===== src/rtl/wave_pkg.sv =====
// Shared definitions for the wave path: the slicer state encoding,
// the sample width and the default amplitudes and thresholds that the
// pulse enhancer and the wave slicer agree on.
package wave_pkg;

   typedef enum logic [1:0] {
      WAVE_IDLE    = 2'd0,
      WAVE_QUAL    = 2'd1,
      WAVE_ACTIVE  = 2'd2,
      WAVE_LOCKOUT = 2'd3
   } wave_state_e;

   localparam int WAVE_W         = 15;
   localparam int WAVE_AMP       = 6000;
   localparam int WAVE_PULSE_LEN = 200;
   localparam int WAVE_TH_HI     = 3000;
   localparam int WAVE_TH_LO     = 1500;

endpackage


===== src/rtl/wave_slicer_if.sv =====
// Sample stream in, sliced signal and pulse reports out. The slave side
// is the slicer itself; the master side is the sample source together
// with the sorting control that consumes the reports.
interface wave_slicer_if #(
   parameter int W     = 15,
   parameter int CNT_W = 14
);
   logic                 sample_valid;
   logic signed [W-1:0]  sample;
   logic                 sigout;
   logic                 pulse_rise;
   logic                 pulse_done;
   logic                 pulse_err;
   logic [CNT_W-1:0]     pulse_width;

   modport master (
      output sample_valid, sample,
      input  sigout, pulse_rise, pulse_done, pulse_err, pulse_width
   );

   modport slave (
      input  sample_valid, sample,
      output sigout, pulse_rise, pulse_done, pulse_err, pulse_width
   );
endinterface


===== src/rtl/wave_slicer.sv =====
// Slices the signed sample stream into a clean object-present signal
// using hysteresis thresholds, a minimum-width glitch filter and a
// maximum-width timeout, and reports the width of every finished pulse.
module wave_slicer
   import wave_pkg::*;
#(
   parameter int W     = WAVE_W,
   parameter int CNT_W = 14,
   parameter int TH_HI = WAVE_TH_HI,
   parameter int TH_LO = WAVE_TH_LO,
   parameter int MIN_W = 16,
   parameter int MAX_W = 400
) (
   input  logic          clk,
   input  logic          rst_n,
   wave_slicer_if.slave  bus
);

   localparam logic [1:0] ST_IDLE    = WAVE_IDLE;
   localparam logic [1:0] ST_QUAL    = WAVE_QUAL;
   localparam logic [1:0] ST_ACTIVE  = WAVE_ACTIVE;
   localparam logic [1:0] ST_LOCKOUT = WAVE_LOCKOUT;

   localparam logic signed [W-1:0] TH_HI_S = W'(TH_HI);
   localparam logic signed [W-1:0] TH_LO_S = W'(TH_LO);
   localparam logic [CNT_W-1:0]    MIN_C   = CNT_W'(MIN_W);
   localparam logic [CNT_W-1:0]    MAX_C   = CNT_W'(MAX_W);
   localparam logic [CNT_W-1:0]    ONE_C   = CNT_W'(1);

   logic signed [W-1:0] s_q;
   logic                v_q;
   logic [1:0]          state;
   logic [CNT_W-1:0]    cnt;
   logic [CNT_W-1:0]    cnt_inc;
   logic                above_hi;
   logic                below_lo;

   assign cnt_inc  = cnt + ONE_C;
   assign above_hi = (s_q >= TH_HI_S);
   assign below_lo = (s_q < TH_LO_S);

   // Input register: holds the accepted sample and marks the cycle in
   // which the FSM is allowed to look at it, so gaps freeze everything.
   always_ff @(posedge clk or negedge rst_n) begin
      if (!rst_n) begin
         s_q <= '0;
         v_q <= 1'b0;
      end else begin
         v_q <= bus.sample_valid;
         if (bus.sample_valid) begin
            s_q <= bus.sample;
         end
      end
   end

   // Pulse FSM: qualify, track and time out pulses; strobes are cleared
   // every cycle so they last exactly one clock whatever the input does.
   always_ff @(posedge clk or negedge rst_n) begin
      if (!rst_n) begin
         state           <= ST_IDLE;
         cnt             <= '0;
         bus.sigout      <= 1'b0;
         bus.pulse_rise  <= 1'b0;
         bus.pulse_done  <= 1'b0;
         bus.pulse_err   <= 1'b0;
         bus.pulse_width <= '0;
      end else begin
         bus.pulse_rise <= 1'b0;
         bus.pulse_done <= 1'b0;
         bus.pulse_err  <= 1'b0;
         if (v_q) begin
            case (state)
               ST_IDLE: begin
                  if (above_hi) begin
                     state <= ST_QUAL;
                     cnt   <= ONE_C;
                  end
               end
               ST_QUAL: begin
                  if (below_lo) begin
                     state <= ST_IDLE;
                     cnt   <= '0;
                  end else begin
                     cnt <= cnt_inc;
                     if (cnt_inc == MIN_C) begin
                        state          <= ST_ACTIVE;
                        bus.sigout     <= 1'b1;
                        bus.pulse_rise <= 1'b1;
                     end
                  end
               end
               ST_ACTIVE: begin
                  if (below_lo) begin
                     state           <= ST_IDLE;
                     cnt             <= '0;
                     bus.sigout      <= 1'b0;
                     bus.pulse_done  <= 1'b1;
                     bus.pulse_width <= cnt;
                  end else begin
                     cnt <= cnt_inc;
                     if (cnt_inc == MAX_C) begin
                        state           <= ST_LOCKOUT;
                        bus.sigout      <= 1'b0;
                        bus.pulse_err   <= 1'b1;
                        bus.pulse_width <= MAX_C;
                     end
                  end
               end
               ST_LOCKOUT: begin
                  if (below_lo) begin
                     state <= ST_IDLE;
                     cnt   <= '0;
                  end
               end
               default: begin
                  state <= ST_IDLE;
                  cnt   <= '0;
               end
            endcase
         end
      end
   end

endmodule


===== src/flat_wrapper.sv =====
// flat-port wrapper written by rule: the top's interface ports become plain ports
module wave_slicer_flat import wave_pkg::*;
#(
   parameter int W     = WAVE_W,
   parameter int CNT_W = 14,
   parameter int TH_HI = WAVE_TH_HI,
   parameter int TH_LO = WAVE_TH_LO,
   parameter int MIN_W = 16,
   parameter int MAX_W = 400
)
  (clk, rst_n, bus_sample_valid, bus_sample, bus_sigout, bus_pulse_rise, bus_pulse_done, bus_pulse_err, bus_pulse_width);
  wave_slicer_if #(.W(W), .CNT_W(CNT_W)) bus_i ();
  input  logic clk;
  input  logic rst_n;
  input wire logic [$bits(bus_i.sample_valid)-1:0] bus_sample_valid;
  input wire logic [$bits(bus_i.sample)-1:0] bus_sample;
  output wire logic [$bits(bus_i.sigout)-1:0] bus_sigout;
  output wire logic [$bits(bus_i.pulse_rise)-1:0] bus_pulse_rise;
  output wire logic [$bits(bus_i.pulse_done)-1:0] bus_pulse_done;
  output wire logic [$bits(bus_i.pulse_err)-1:0] bus_pulse_err;
  output wire logic [$bits(bus_i.pulse_width)-1:0] bus_pulse_width;
  assign bus_i.sample_valid = bus_sample_valid;
  assign bus_i.sample = bus_sample;
  assign bus_sigout = bus_i.sigout;
  assign bus_pulse_rise = bus_i.pulse_rise;
  assign bus_pulse_done = bus_i.pulse_done;
  assign bus_pulse_err = bus_i.pulse_err;
  assign bus_pulse_width = bus_i.pulse_width;
  wave_slicer #(.W(W), .CNT_W(CNT_W), .TH_HI(TH_HI), .TH_LO(TH_LO), .MIN_W(MIN_W), .MAX_W(MAX_W)) u_core (.clk(clk), .rst_n(rst_n), .bus(bus_i));
endmodule

===== config.mk =====
export PLATFORM = sky130hd
export DESIGN_NAME = wave_slicer_flat
export DESIGN_NICKNAME = d
export VERILOG_FILES = /design/src/rtl/wave_pkg.sv /design/src/rtl/wave_slicer_if.sv /design/src/rtl/wave_slicer.sv /design/src/flat_wrapper.sv
export SDC_FILE = /design/constraint.sdc
export NUM_CORES = 1
export LEC_CHECK = 0
export BUFFER_PORTS_ARGS = -buffer_cell sky130_fd_sc_hd__clkbuf_2
export CORE_AREA = 2 2 103 105
export CTS_CLUSTER_SIZE = 28
export DETAILED_ROUTE_END_ITERATION = 8
export DIE_AREA = 0 0 105 107
export GPL_ROUTABILITY_DRIVEN = 0
export MAX_ROUTING_LAYER = met4
export SYNTH_ARGS = -nofsm -noshare
export SYNTH_HDL_FRONTEND = slang
export SYNTH_SLANG_ARGS = --single-unit

===== constraint.sdc =====
create_clock -name clk -period 2.8 [get_ports clk]
set_input_delay 0.56 -clock clk [delete_from_list [all_inputs] [get_ports clk]]
set_output_delay 0.56 -clock clk [all_outputs]
set_load 0.01 [all_outputs]

==> summary.log, run 1 <==
INFO  timing         relSlewSlack=65.9%
INFO  cts            cts.clk_slew.worst_paths=0.10ns
INFO  die            io_pins=36
INFO  worst_setup_path critical_r2r_capture=u_core.state[0]
INFO  timing         report.final.setup_viol=0
INFO  die            initial_core_util=24.7%
INFO  cts            post_cts.repair.setup_buffers=0
INFO  cts            worstSkewPairLatency=0.30ns
INFO  cts            cts-root-buf=sky130_fd_sc_hd__clkbuf_8
INFO  global_routing grt_antenna_before_repair=0
INFO  final_layout   antenna_cells=0
INFO  worst_setup_path timing.critical_path.to_type=flip-flop
INFO  pwr            ir_drop=0.000230V
INFO  pwr            power.switching_fraction=35.2%
INFO  synthesis      yosys.cell_types.count=47
INFO  die            fp-row-count=37
INFO  worst_hold_path hold_class=input port to asynchronous set/reset pin
INFO  synthesis      syn-mean-instance-area=10.3squm
INFO  timing         grt_setup_unrepaired=no
INFO  timing         setup_total_negative_slack=0ns
INFO  worst_setup_path timing.critical_path.from_type=flip-flop
INFO  timing         layout_setup_ws=0.251ns
INFO  cts            tritoncts.num_buffers=5
INFO  final_layout   n_fill_cell=1072
INFO  pwr            power.clock.fraction=22.7%
INFO  place          dp_worst_setup_slack=0.0793ns
INFO  synthesis      ys_seq_area_share=48.1%
INFO  global_routing groute.usage.overall=10.6%
INFO  cts            clock_sink_count=48
INFO  status         outcome=completed
INFO  global_routing global_route.overflow_total=0
INFO  synthesis      synth_warnings=0
INFO  synthesis      synthesized_cell_area=2500squm
INFO  drt            dr.first_iter.drc_count=67
INFO  global_routing grt_start_max_net_pins=21
INFO  worst_setup_path arrival=2.77ns
INFO  synthesis      share_of_synthesized_registers_carrying_an_async_set_or_reset=100%
INFO  pwr            power_density=625nW/um^2
INFO  timing         finClkSkew=0.0121ns
INFO  cts            clockBufferDepth=2
INFO  worst_setup_path r2r_slack=0.25ns
INFO  worst_setup_path setup.worst_path.class=flip-flop to flip-flop
INFO  synthesis      syn-num-nets=266
INFO  drt            avgRoutedWirePerCell=13.2um
INFO  pwr            seq_power_share=46.5%
INFO  drt            ant_nets=0
INFO  drt            routed-via-count=1931
INFO  timing         maximum_operating_frequency=392MHz
INFO  die            die_height=107um
INFO  run            cap_viol_max_count=0
INFO  timing         max_slew.worst_pin.slew=0.512ns
INFO  cts            cts_htree_levels=2
INFO  die            die_area=11200squm
INFO  worst_setup_path critical_path.max_fanout=8
INFO  timing         timing.final.max_slew_violations=0
INFO  final_layout   area.growth.synth_to_final=17.8%
INFO  timing         finalCriticalPeriod=2.55ns
INFO  global_routing vias_in_the_first_global_route=1915
INFO  timing         timing_hold_violations_final=0
INFO  die            fp.coreArea=10100squm
INFO  place          dp_hpwl=4.01mm
INFO  final_layout   fin_util=29.2%
INFO  synthesis      ys_seq_elements=48
INFO  final_layout   post_route_cells_drive_above_1_share=28.3%
INFO  pwr            net-switching-power=647uW
INFO  synthesis      synth_top_flop_cell=sky130_fd_sc_hd__dfrtp_1
INFO  place          place.port_buffers=33
INFO  cts            post_cts_hold_buffer_count=0
INFO  pwr            report.power.total=1840uW
INFO  drt            drtPass1Iterations=4
INFO  drt            drt_wl_total=5.50mm
INFO  pwr            power.share.combinational=30.8%
INFO  timing         layout_worst_path_cycle_share=91.0%
INFO  worst_setup_path worst_ep_required_time=3.02ns
INFO  cts            tritoncts=yes
INFO  global_routing grt_first_pass_wirelength=9.43mm
INFO  synthesis      count_of_flip_flops_with_a_built_in_enable_after_synthesis=0
INFO  worst_setup_path reg2reg_depth=9
INFO  pwr            cellLeakagePower=0.00130uW
INFO  worst_setup_path r2r-start=u_core.cnt[0]
INFO  drt            detail_route.vias_per_cell=4.65
INFO  die            die_w=105um
INFO  drt            drc=0
INFO  pwr            internal_power=1190uW
INFO  final_layout   nets=302
INFO  synthesis      netlist_instances=242
[power by group through the flow]
| stage | registers [uW] | logic (uW) | clock network [uW] |
|---|---|---|---|
| after detailed placement | 871 | 564 | 0 |
| after global routing | 875 | 644 | 464 |
| after global placement | 864 | 555 | 0 |
| after CTS | 857 | 567 | 430 |
| final | 857 | 567 | 417 |
| after floorplan | 879 | 363 | 0 |
[critical path, cell delays in order, from the launching register on]
cell and delay [ns]:
sky130_fd_sc_hd__dfrtp_2 0.45, sky130_fd_sc_hd__ha_1 0.28, sky130_fd_sc_hd__nand2_1 0.20, sky130_fd_sc_hd__o31ai_1 0.25
sky130_fd_sc_hd__o31ai_1 0.15, sky130_fd_sc_hd__nor4_4 0.32, sky130_fd_sc_hd__buf_4 0.18, sky130_fd_sc_hd__nand3_1 0.13
sky130_fd_sc_hd__a221oi_2 0.32, sky130_fd_sc_hd__a2bb2oi_1 0.18
[kinds of logic after synthesis]
family | count (synthesis) | share of synthesized area (%)
AND/OR/NAND/NOR | 73 | 16.0
AO/OA/AOI/OAI | 71 | 19.9
flip-flops | 48 | 48.1
buffers and inverters | 26 | 5.21
multiplexers | 15 | 6.71
adder cells (fa/ha/maj) | 6 | 3.01
XOR/XNOR | 3 | 1.05
[sequential cells by signal, indices dropped and copies added (netlist names)]
| register | flops |
|---|---|
| u_core.bus.pulse_err | 1 |
| u_core.cnt | 14 |
| u_core.s_q | 13 |
| u_core.bus.pulse_rise | 1 |
| u_core.bus.sigout | 1 |
| u_core.bus.pulse_done | 1 |
| u_core.bus.pulse_width | 14 |
| u_core.v_q | 1 |
| u_core.state | 2 |
[how the worst max path moves through the flow]
| stage | start | endpoint | slack, ns | cells after the start |
|---|---|---|---|---|
| final | u_core.cnt[0] | u_core.state[0] | 0.25 | 9 |
| after global routing | u_core.cnt[0] | u_core.state[0] | 0.02 | 9 |
| after CTS | u_core.cnt[0] | u_core.state[0] | 0.06 | 9 |
| after detailed placement | u_core.cnt[0] | u_core.state[0] | 0.08 | 9 |
| after global placement | u_core.cnt[0] | u_core.state[0] | 0.18 | 9 |
| after floorplan | u_core.cnt[0] | u_core.bus.pulse_width[0] | 0.33 | 10 |
[layout by cell type, fill, tap and decap left out, types with 4 or more instances in the layout]
| cell | synthesis | routed |
|---|---|---|
| sky130_fd_sc_hd__a31oi_1 | 4 | 4 |
| sky130_fd_sc_hd__nor2b_1 | 5 | 5 |
| sky130_fd_sc_hd__mux2_2 | 14 | 14 |
| sky130_fd_sc_hd__buf_4 | 4 | 11 |
| sky130_fd_sc_hd__o21ai_0 | 20 | 20 |
| sky130_fd_sc_hd__nand2_1 | 14 | 14 |
| sky130_fd_sc_hd__clkbuf_8 | 0 | 5 |
| sky130_fd_sc_hd__nor2_1 | 19 | 19 |
| sky130_fd_sc_hd__o31ai_1 | 13 | 13 |
| sky130_fd_sc_hd__nand3_1 | 12 | 12 |
| sky130_fd_sc_hd__clkbuf_2 | 0 | 33 |
| sky130_fd_sc_hd__a22o_1 | 11 | 11 |
| sky130_fd_sc_hd__nand2b_1 | 4 | 4 |
| sky130_fd_sc_hd__a21oi_1 | 6 | 6 |
| sky130_fd_sc_hd__dfrtp_1 | 48 | 47 |
| sky130_fd_sc_hd__inv_1 | 10 | 10 |
| sky130_fd_sc_hd__ha_1 | 6 | 6 |
[per-layer routing]
metal	wire length [um]	share of wire [%]	up-vias	GRT usage (%)
met3	261	4.7	8	2.43
li1	-	-	957	-
met5	0	0	-	-
met4	89	1.6	0	2.95
met2	2580	47	51	16.7
met1	2570	47	915	13.7
[what timing repair did]
action,4_1_cts,5_1_grt
resized for setup,0,3
hold endpoints to repair,0,0
endpoints found under the setup margin,0,14
[Yosys cell counts (2+ instances only)]
master | n | area, sq um
sky130_fd_sc_hd__a21oi_1 | 6 | 30.0
sky130_fd_sc_hd__o31ai_1 | 13 | 97.6
sky130_fd_sc_hd__clkbuf_1 | 8 | 30.0
sky130_fd_sc_hd__a21oi_2 | 3 | 26.3
sky130_fd_sc_hd__a22o_1 | 11 | 96.3
sky130_fd_sc_hd__buf_2 | 2 | 10.0
sky130_fd_sc_hd__buf_4 | 4 | 30.0
sky130_fd_sc_hd__inv_1 | 10 | 37.5
sky130_fd_sc_hd__nand3_1 | 12 | 60.1
sky130_fd_sc_hd__nand2b_1 | 4 | 25.0
sky130_fd_sc_hd__o41ai_1 | 2 | 17.5
sky130_fd_sc_hd__dfrtp_1 | 48 | 1200
sky130_fd_sc_hd__ha_1 | 6 | 75.1
sky130_fd_sc_hd__nor3_1 | 4 | 20.0
sky130_fd_sc_hd__a41oi_1 | 2 | 17.5
sky130_fd_sc_hd__nor2_1 | 19 | 71.3
sky130_fd_sc_hd__buf_6 | 2 | 22.5
sky130_fd_sc_hd__xor2_1 | 2 | 17.5
sky130_fd_sc_hd__and3_1 | 3 | 18.8
sky130_fd_sc_hd__or2_1 | 2 | 12.5
sky130_fd_sc_hd__mux2_2 | 14 | 158
sky130_fd_sc_hd__nor2b_1 | 5 | 31.3
sky130_fd_sc_hd__o21ai_0 | 20 | 100
sky130_fd_sc_hd__a31oi_1 | 4 | 25.0
sky130_fd_sc_hd__nand2_1 | 14 | 52.6
[per-stage QoR]
step	hold slack (ns)	cells	cell area, sq um
finish	0.206	415	2940
global route	0.254	415	2940
CTS	0.231	415	2930
detailed placement	0.484	407	2840
global placement	0.482	407	2840
floorplan	0.264	242	2500
[area by class of cell]
class                   instances  area (sq um)  share of cell area (%)
clock inverters                 3          18.8                   0.638
well taps                     136           170                    5.78
flip-flops and latches         48          1200                    40.9
clock buffers                   5          68.8                    2.34
inverters                      10          37.5                    1.28
multi-input cells             168          1180                    40.0
repair buffers                 45           268                    9.10
Note: power is estimated with default switching activity, not from simulation.
==> run 2: changes to the inputs <==
==> constraint.sdc (replaced) <==
create_clock -name clk -period 2.8 [get_ports clk]
set_input_delay 0.14 -clock clk [delete_from_list [all_inputs] [get_ports clk]]
set_output_delay 0.14 -clock clk [all_outputs]
set_load 0.01 [all_outputs]
==> run 2 against run 1 <==
  * Utilization increased by 0.087 points
  * Register-to-register slack better by 0.03 ns
  * Die area unchanged
  * Combinational power fell by 2%
  * Hold slack lost 0.14 ns
  * Count of clock-buffer cells in the layout is the same
  * Clock power decreased by 1%
  * Critical path depth shrank 1
  * Final cell count increased by 0.24%
  * Via count down 0.47%
  * Sequential power grew 0.8%
  * Setup slack better by 0.029 ns
  * Largest power group unchanged
==> summary.log, run 2 (synthesized netlist as in run 1, its figures left out) <==
INFO  status         outcome=completed
INFO  global_routing gr-usage-met3=2.55%
INFO  pwr            power.clock.fraction=22.5%
INFO  timing         layout_worst_path_cycle_share=90.0%
INFO  cts            cts-root-buf=sky130_fd_sc_hd__clkbuf_8
INFO  cts            tritoncts.num_buffers=5
INFO  cts            clock_sink_count=48
INFO  global_routing grt_first_pass_wirelength=9.67mm
INFO  pwr            net-switching-power=643uW
INFO  die            fp-row-count=37
INFO  global_routing vias_in_the_first_global_route=1971
INFO  worst_setup_path cp_cell_sequence=nand3_2 -> buf_4 -> nor2_1 -> mux2_2 -> o22ai_1 -> nand3_1 -> a221oi_2 -> a2bb2oi_1
INFO  pwr            power.share.combinational=30.3%
INFO  global_routing groute.usage.overall=10.9%
INFO  cts            tritoncts=yes
INFO  die            die_height=107um
INFO  worst_setup_path crit_slowest_cell=sky130_fd_sc_hd__dfrtp_1
INFO  pwr            power.switching_fraction=35.1%
INFO  drt            detail_route.vias_per_cell=4.62
INFO  die            initial_core_util=24.7%
INFO  final_layout   post_route_cells_drive_above_1_share=28.6%
INFO  timing         timing_hold_violations_final=0
INFO  die            io_pins=36
INFO  worst_setup_path reg2reg_depth=8
INFO  cts            cts.clk_slew.worst_paths=0.09ns
INFO  worst_setup_path r2r-start=u_core.cnt[2]
INFO  die            die_w=105um
INFO  worst_setup_path timing.critical_path.to=u_core.state[0]
INFO  drt            ant_nets=0
INFO  timing         timing.final.max_slew_violations=0
INFO  pwr            cellLeakagePower=0.00130uW
INFO  place          dp_hpwl=3.86mm
INFO  pwr            seq_power_share=47.2%
INFO  timing         finClkSkew=0.00765ns
INFO  final_layout   multi_input_comb_area=1170squm
INFO  worst_setup_path setup_crit_start=u_core.cnt[2]
INFO  timing         relSlewSlack=53.3%
INFO  global_routing grt.met1_usage=14.3%
INFO  pwr            internal_power=1190uW
INFO  drt            drt_wl_total=5.37mm
INFO  global_routing global_route.overflow_total=0
INFO  place          place.port_buffers=33
INFO  global_routing grt.met2_usage=16.9%
INFO  timing         finalCriticalPeriod=2.52ns
INFO  final_layout   layout_common_cells=sky130_fd_sc_hd__dfrtp_1, sky130_fd_sc_hd__clkbuf_2, sky130_fd_sc_hd__o21ai_0
INFO  drt            drtPass1Iterations=4
INFO  timing         max_slew.worst_pin.slew=0.701ns
INFO  run            cap_viol_max_count=0
INFO  die            fp.coreArea=10100squm
INFO  worst_setup_path timing.critical_path.to_type=flip-flop
INFO  global_routing grt_start_max_net_pins=30
INFO  worst_setup_path critical_r2r_capture=u_core.state[0]
INFO  drt            dr.first_iter.drc_count=46
INFO  timing         grt_setup_unrepaired=no
INFO  worst_setup_path arrival=2.73ns
INFO  pwr            report.power.total=1830uW
INFO  drt            drc=0
INFO  final_layout   nets=303
INFO  cts            worstSkewPairLatency=0.30ns
INFO  worst_setup_path r2r_slack=0.28ns
INFO  die            die_area=11200squm
INFO  drt            routed-via-count=1922
INFO  cts            cts_htree_levels=2
INFO  cts            clockBufferDepth=2
INFO  timing         report.final.setup_viol=0
INFO  worst_hold_path hold_class=input port to flip-flop
INFO  final_layout   seq_area=1200squm
INFO  final_layout   mostFrequentLayoutCell=sky130_fd_sc_hd__dfrtp_1
INFO  worst_setup_path setup.worst_path.class=flip-flop to flip-flop
INFO  pwr            ir_drop=0.000258V
INFO  final_layout   reg_top3=u_core.bus.pulse_width x14, u_core.cnt x14, u_core.s_q x13
INFO  worst_setup_path timing.critical_path.from_type=flip-flop
INFO  pwr            power_density=621nW/um^2
INFO  timing         setup_total_negative_slack=0ns
INFO  global_routing grt_antenna_before_repair=0
INFO  final_layout   area.growth.synth_to_final=18.2%
INFO  final_layout   n_fill_cell=1109
INFO  drt            avgRoutedWirePerCell=12.9um
INFO  worst_setup_path worst_ep_required_time=3.01ns
INFO  final_layout   antenna_cells=0
INFO  cts            post_cts.repair.setup_buffers=0
INFO  worst_setup_path critical_path.max_fanout=10
INFO  timing         maximum_operating_frequency=397MHz
INFO  global_routing grt_most_used_layer=met2
INFO  worst_setup_path worst_path_largest_cell_delay=0.50ns
==> run 2: cell count changes in the layout (fill, tap and decap cells not counted) <==
cell / change
sky130_fd_sc_hd__dfrtp_1: -1
sky130_fd_sc_hd__dfrtp_2: +1
sky130_fd_sc_hd__dlygate4sd3_1: +1
sky130_fd_sc_hd__ha_1: -1
sky130_fd_sc_hd__ha_2: +1
sky130_fd_sc_hd__nor3_1: +1
sky130_fd_sc_hd__nor3_2: -1
==> run 2: what timing repair did <==
action / 4_1_cts / 5_1_grt
resized for setup: 0 / 4
setup endpoints to repair: 0 / 14
endpoints found under the hold margin: 28 / 0
hold buffers: 1 / 0
==> run 2: layer usage <==
metal  share of wire, %  wire length, um
met5                  0                0
met4               0.61               33
met3                4.7              251
met2                 47             2550
met1                 47             2540
==> run 2: critical path, delay by kind of cell, from the launching register on <==
| family | cells | cell delay (ns) |
|---|---|---|
| AO/OA/AOI/OAI | 3 | 0.73 |
| AND/OR/NAND/NOR | 3 | 0.64 |
| flip-flops | 1 | 0.50 |
| multiplexers | 1 | 0.37 |
| buffers and inverters | 1 | 0.20 |
==> run 2: per-stage QoR <==
step	setup slack, ns	hold WS [ns]	cell area, sq um	util [%]	std cells
floorplan	0.333	-0.156	2500	-	242
global placement	0.240	0.227	2840	28.2	407
detailed placement	0.177	0.241	2840	28.2	407
CTS	0.112	0.0543	2940	29.1	416
global route	0.0179	0.0533	2950	29.2	416
finish	0.280	0.0629	2950	29.2	416
==> run 2: power by group through the flow <==
stage	Sequential, uW	Clock, uW	Combinational, uW
floorplan	879	0	363
finish	864	412	555
global placement	875	0	535
detailed placement	877	0	548
CTS	863	437	555
global route	883	464	645
==> run 2: how the worst min path moves through the flow <==
stage	slack, ns	end	start	cells after the start
5_1_grt	0.05	u_core.s_q[4]	bus_sample[4]	2
3_3_place_gp	0.23	u_core.bus.pulse_width[3]	rst_n	1
2_1_floorplan	-0.16	u_core.bus.pulse_done	rst_n	0
6_report	0.06	u_core.s_q[6]	bus_sample[6]	2
4_1_cts	0.05	u_core.s_q[4]	bus_sample[4]	2
3_5_place_dp	0.24	u_core.bus.pulse_width[3]	rst_n	1
==> run 2: final cells by class <==
| type | instances | share of cell area (%) |
|---|---|---|
| Clock buffer | 5 | 2.33 |
| Clock inverter | 3 | 0.636 |
| Inverter | 10 | 1.27 |
| Multi-Input combinational cell | 168 | 39.8 |
| Sequential cell | 48 | 40.8 |
| Tap cell | 136 | 5.77 |
| Timing Repair Buffer | 46 | 9.41 |
